===== config.mk =====
export PLATFORM = sky130hd
export DESIGN_NAME = uart_rx
export DESIGN_NICKNAME = d
export VERILOG_FILES = /design/src/rtl/uart_rx.sv
export SDC_FILE = /design/constraint.sdc
export NUM_CORES = 1
export LEC_CHECK = 0
export BUFFER_PORTS_ARGS = -buffer_cell sky130_fd_sc_hd__buf_2
export CORE_MARGIN = 5
export CORE_UTILIZATION = 40
export DETAILED_ROUTE_END_ITERATION = 10
export PLACE_DENSITY_LB_ADDON = 0.2
export SLEW_MARGIN = 20
export SYNTH_ARGS = -nofsm -noshare
export SYNTH_HDL_FRONTEND = slang
export SYNTH_SLANG_ARGS = --single-unit

===== constraint.sdc =====
create_clock -name clk -period 1.7 [get_ports clk]
set_clock_uncertainty 0.05 [all_clocks]
set_input_delay 0.255 -clock clk [delete_from_list [all_inputs] [get_ports clk]]
set_output_delay 0.255 -clock clk [all_outputs]
set_load 0.005 [all_outputs]

===== src/rtl/uart_rx.sv =====
// UART receiver: 8N1 framing, 2-flop input synchronizer, re-arm after a framing error.
// Optional UART_RX_MAJORITY_EN selects a 2-of-3 vote around each sample point.
module uart_rx #(
    parameter int unsigned CLK_PER_BIT = 10416
) (
    input  logic       clk,
    input  logic       rst,
    input  logic       rx,
    output logic [7:0] rx_data,
    output logic       rx_valid,
    output logic       rx_frame_err,
    output logic       rx_busy
);

    localparam int unsigned CNT_W = 14;
    localparam int unsigned IDX_W = 3;
    localparam logic [CNT_W-1:0] HALF_BIT = CNT_W'(CLK_PER_BIT / 2);
    localparam logic [CNT_W-1:0] BIT_END  = CNT_W'(CLK_PER_BIT - 1);

    typedef enum logic [1:0] {
        IDLE  = 2'd0,
        START = 2'd1,
        DATA  = 2'd2,
        STOP  = 2'd3
    } state_t;

    state_t             state, state_next;
    logic [CNT_W-1:0]   cnt, cnt_next;
    logic [IDX_W-1:0]   idx, idx_next;
    logic               armed, armed_next;
    logic [7:0]         shreg, shreg_next;
    logic [7:0]         rx_data_next;
    logic               rx_valid_next;
    logic               rx_frame_err_next;
    logic               rx_busy_next;
    logic               rx_meta, rx_s;
    logic               bit_c;

    // Two-flop synchronizer; idle-high reset value avoids a false start bit.
    always_ff @(posedge clk) begin
        if (rst) begin
            rx_meta <= 1'b1;
            rx_s    <= 1'b1;
        end else begin
            rx_meta <= rx;
            rx_s    <= rx_meta;
        end
    end

`ifdef UART_RX_MAJORITY_EN
    // History of the two cycles preceding the sample point for the 2-of-3 vote.
    logic [1:0] rx_hist;

    always_ff @(posedge clk) begin
        if (rst) begin
            rx_hist <= 2'b11;
        end else begin
            rx_hist <= {rx_hist[0], rx_s};
        end
    end

    assign bit_c = (rx_hist[1] & rx_hist[0]) | (rx_hist[1] & rx_s) | (rx_hist[0] & rx_s);
`else
    assign bit_c = rx_s;
`endif

    always_comb begin
        state_next        = state;
        cnt_next          = cnt + CNT_W'(1);
        idx_next          = idx;
        armed_next        = armed;
        shreg_next        = shreg;
        rx_data_next      = rx_data;
        rx_valid_next     = 1'b0;
        rx_frame_err_next = 1'b0;

        unique case (state)
            IDLE: begin
                cnt_next = '0;
                if (rx_s) begin
                    armed_next = 1'b1;
                end else if (armed) begin
                    state_next = START;
                end
            end
            START: begin
                if (cnt == HALF_BIT) begin
                    cnt_next   = '0;
                    idx_next   = '0;
                    state_next = bit_c ? IDLE : DATA;
                end
            end
            DATA: begin
                if (cnt == BIT_END) begin
                    cnt_next        = '0;
                    shreg_next[idx] = bit_c;
                    idx_next        = idx + IDX_W'(1);
                    if (idx == IDX_W'(7)) begin
                        state_next = STOP;
                    end
                end
            end
            STOP: begin
                if (cnt == BIT_END) begin
                    cnt_next   = '0;
                    state_next = IDLE;
                    if (bit_c) begin
                        rx_data_next  = shreg;
                        rx_valid_next = 1'b1;
                    end else begin
                        // A low stop bit may be a break; wait for idle before re-arming.
                        rx_frame_err_next = 1'b1;
                        armed_next        = 1'b0;
                    end
                end
            end
            default: begin
                state_next = IDLE;
            end
        endcase

        rx_busy_next = (state_next != IDLE);
    end

    always_ff @(posedge clk) begin
        if (rst) begin
            state        <= IDLE;
            cnt          <= '0;
            idx          <= '0;
            armed        <= 1'b1;
            shreg        <= '0;
            rx_data      <= 8'h00;
            rx_valid     <= 1'b0;
            rx_frame_err <= 1'b0;
            rx_busy      <= 1'b0;
        end else begin
            state        <= state_next;
            cnt          <= cnt_next;
            idx          <= idx_next;
            armed        <= armed_next;
            shreg        <= shreg_next;
            rx_data      <= rx_data_next;
            rx_valid     <= rx_valid_next;
            rx_frame_err <= rx_frame_err_next;
            rx_busy      <= rx_busy_next;
        end
    end

endmodule

==> flow_results.org <==
** Die
- In this run the core area contains 25 standard-cell rows.
- The die covers 6370 um^2.
- Initial core utilization :: 41.3%
- DIE WIDTH :: 79.8 um
- Count of pins on the block boundary :: 14
- The floorplan step set the die height to 79.8 um.
- The region available for standard cell placement spans 4720 um^2.

** Global routing
- Entering global routing, the biggest net connects 16 pins.
- The number of antenna violations at the first check in global routing is 0.
- Summed over all layers, the global routing overflow is 0.
- All-layer global routing usage :: 14.0%
- The first global-routing pass estimated 7030 um of wire.
- The via count of the first global-routing pass was 1471.

** STA
- Final critical path time including I/O delays and setup :: 1590 ps
- Setup repair after global routing left no endpoint under its margin.
- Final number of setup-violating endpoints :: 0
- The total count of hold-check failures in the final report came to 0.
- Final count of pins violating max slew :: 0
- Slew at the pin closest to its max-slew limit :: 439 ps
- Measured against its own limit, the worst slew margin works out to 70.7%.
- Part of the cycle the worst path needs :: 93.4%
- Maximum operating frequency :: 0.630 GHz

** Flow run
- Across the run, the number of max-cap violations was 0.

** Setup path
- Source of the worst register-to-register timing path :: cnt[11]
- Critical path class :: reg2reg
- Peak per-stage delay on the critical path :: 410 ps
- Start point of the critical path :: cnt[11]
- At the worst endpoint, the arrival time is 1760 ps.
- CP Max Fanout :: 7
- Worst setup EP type :: register
- STA puts the critical path data required time at 1880 ps.
- For this design, the slowest cell found on the critical path is dfxtp_1.
- The worst setup path is launched from a register.
- The signal on the critical path passes through and4bb_2 > nand4_4 > nor4b_2 > mux2i_1.

** Finish
- Of the cells placed in the final design, the portion with a size suffix greater than 1 is 26.8%.
- In the final design database the tool counted 245 nets.
- Compared with the post-synthesis result, the final layout area differs by 18.7%.
- The finished cells cover 2310 um^2.
- Total area of multi-input combinational cells :: 1050 um^2
- 0 antenna diodes ended up in the layout.
- Fill cell instance count of the final layout :: 439
- Area of all sequential standard cells :: 822 um^2

** Detailed routing
- After detailed routing, the number of remaining DRC violations is 0.
- Dividing the detail-routed wire length by the instance count gives 13.2 um.
- After the first detailed-routing iteration, the DRC count stood at 110.
- Detailed routing inserted a total of 1542 vias.
- Per-cell via count in the routed design :: 5.04
- Summed over all layers, the routed wires come to 4050 um.
- Before antenna repair, the detailed router went through 4 iterations.
- Once detail routing completed, the nets flagged for antenna violations numbered 0.

** Synthesis
- The top cell type by area accounts for 42.1% of the synthesized area.
- Cell Area, Synth :: 1950 um^2
- Among all flip-flop cells after synthesis, the most frequent one is dfxtp_1.
- Asr flop ratio synth :: 0%
- FF+latch count, synth :: 41
- Share of synthesized area occupied by flip-flops and latches :: 42.1%
- After synthesis, the netlist uses 43 different library cells.
- Yosys top cell by area :: dfxtp_1
- Total of warnings raised by yosys :: 0
- Synthesis produced a netlist whose cell count is 209.
- Number of enable flip-flop cells after synthesis :: 0
- Top cells by area, synth :: dfxtp_1 42%, nand3_1 4.1%, a21oi_1 3.6%
- Net count after synthesis :: 216
- Average footprint of a synthesized cell :: 9.33 um^2

** Clock tree
- The clock tree synthesis step divided the H-tree into 2 levels.
- Hold-fix buffers at CTS :: 0
- Root Driver :: clkbuf_8
- Clk_lat worst skew :: 290 ps
- Clock-pin slew was measured on the worst setup and hold paths at 80 ps.
- Num CTS Buffers :: 5
- TritonCTS sink count :: 41
- Max Buffers Root-to-Sink :: 2
- TritonCTS clock tree :: yes

** Worst hold path
- The worst hold path begins at rx.
- Class of the most critical hold timing path :: in2reg

** Power and ir drop
- Total power for the finished layout comes to 1810 uW.
- Static leakage :: 0.000897 uW
- Power per unit of standard cell area :: 780 nW/um^2
- Maximum resistive drop on vdd :: 0.436 mV

** Place
- The wire-length estimate of the detail-placed layout is 3000 um.
- Routability-driven placement finished with a final weighted congestion of 0.778.
- In this run the cell area measured after placement is 2180 um^2.
- Port Buffers :: 13

** Outcome
- Status :: complete, no violations
## metal layers
| metal | share of wire, % | GRT usage [%] | up-vias |
|---|---|---|---|
| li1 | - | - | 803 |
| met1 | 54 | 20.7 | 707 |
| met2 | 40 | 19.4 | 27 |
| met3 | 4.4 | 3.84 | 5 |
| met4 | 1.1 | 4.56 | 0 |
| met5 | 0 | 0 | - |
## flip-flops by register name (all words and copies together) (netlist names)
register and count:
idx 3, rx_frame_err 1, rx_valid 1, rx_meta 1, armed 1, state 2, bit_c 1, rx_data 8
shreg 8, cnt 14, rx_busy 1
## stage by stage
step                setup WS [ps]  hold WS [ps]  std cells  util, %  setup TNS, ps
floorplan                    75.0           309        209        -              0
global placement             24.9           343        297     46.1              0
detailed placement          -37.1           347        297     46.1           -124
CTS                          51.2          87.9        305     48.5              0
global route                0.470          96.6        306     49.0              0
finish                        112          93.9        306     49.0              0
## logic make-up (layout without fill, tap and decap cells)
| kind of cell | count (synthesis) | after routing | synth area share (%) |
|---|---|---|---|
| flip-flops | 41 | 41 | 42.1 |
| multiplexers | 7 | 7 | 3.59 |
| buffers and inverters | 17 | 47 | 4.88 |
| AND/OR/NAND/NOR | 99 | 99 | 33.2 |
| XOR/XNOR | 11 | 11 | 4.94 |
| adder cells (fa/ha/maj) | 4 | 4 | 2.57 |
| AO/OA/AOI/OAI | 30 | 30 | 8.73 |
## path summary, 6_finish.rpt
| kind | end | slack (ps) | depth (start not counted) |
|---|---|---|---|
| hold reg to reg | bit_c | 360 | 1 |
| setup reg to reg | shreg[2] | 110 | 4 |
| hold / removal | rx_meta | 90 | 2 |
| setup / recovery | shreg[2] | 110 | 4 |
## critical path, delay by kind of cell, from the launching register on
| kind | cells | cell delay [ps] |
|---|---|---|
| and+or+nand+nor | 3 | 850 |
| muxes | 1 | 210 |
| DFF | 1 | 410 |
## area by class of cell
type                       count  area share [%]
multi-input combinational    151            45.3
sequential                    41            35.5
clock buffer                   5            2.97
timing repair buffer          35            9.95
tap                           67            3.62
clock inverter                 3            2.00
inverter                       4           0.649
## synthesized netlist by cell type, types with 2 or more instances
| master | number |
|---|---|
| clkbuf_1 | 4 |
| nor4b_2 | 2 |
| and4bb_2 | 4 |
| mux2i_1 | 7 |
| buf_6 | 2 |
| buf_4 | 3 |
| xnor2_1 | 8 |
| dfxtp_1 | 41 |
| nor2_1 | 17 |
| and4_1 | 3 |
| or2_2 | 2 |
| nor3_1 | 6 |
| ha_1 | 4 |
| o21ai_0 | 10 |
| nor2b_1 | 3 |
| nand3_1 | 16 |
| inv_1 | 4 |
| nand2_1 | 12 |
| nand4b_2 | 2 |
| nor4_1 | 2 |
| a21oi_1 | 14 |
| buf_2 | 3 |
| xor2_1 | 3 |
| nand4_1 | 10 |
| nand2b_1 | 9 |
## layout by cell type (no fill, tap or decap), types with 5 or more instances in the layout
| cell | instances |
|---|---|
| o21ai_0 | 10 |
| nand2_1 | 12 |
| xnor2_1 | 8 |
| a21oi_1 | 14 |
| nand2b_1 | 9 |
| nor3_1 | 6 |
| mux2i_1 | 7 |
| buf_4 | 22 |
| buf_2 | 13 |
| nand4_1 | 10 |
| clkbuf_8 | 5 |
| dfxtp_1 | 40 |
| nand3_1 | 16 |
| nor2_1 | 17 |
## report_power, final
group	internal [uW]	switching (uW)	total [uW]
Clock	440	353	792
Sequential	965	4.47	970
Combinational	18.8	25.0	43.8
## repair_timing
item	CTS	global route
setup endpoints to repair	5	25
setup buffers	0	1
gates resized for setup	1	3
cloned	0	0
No activity file was read; power rests on OpenSTA's default activity.
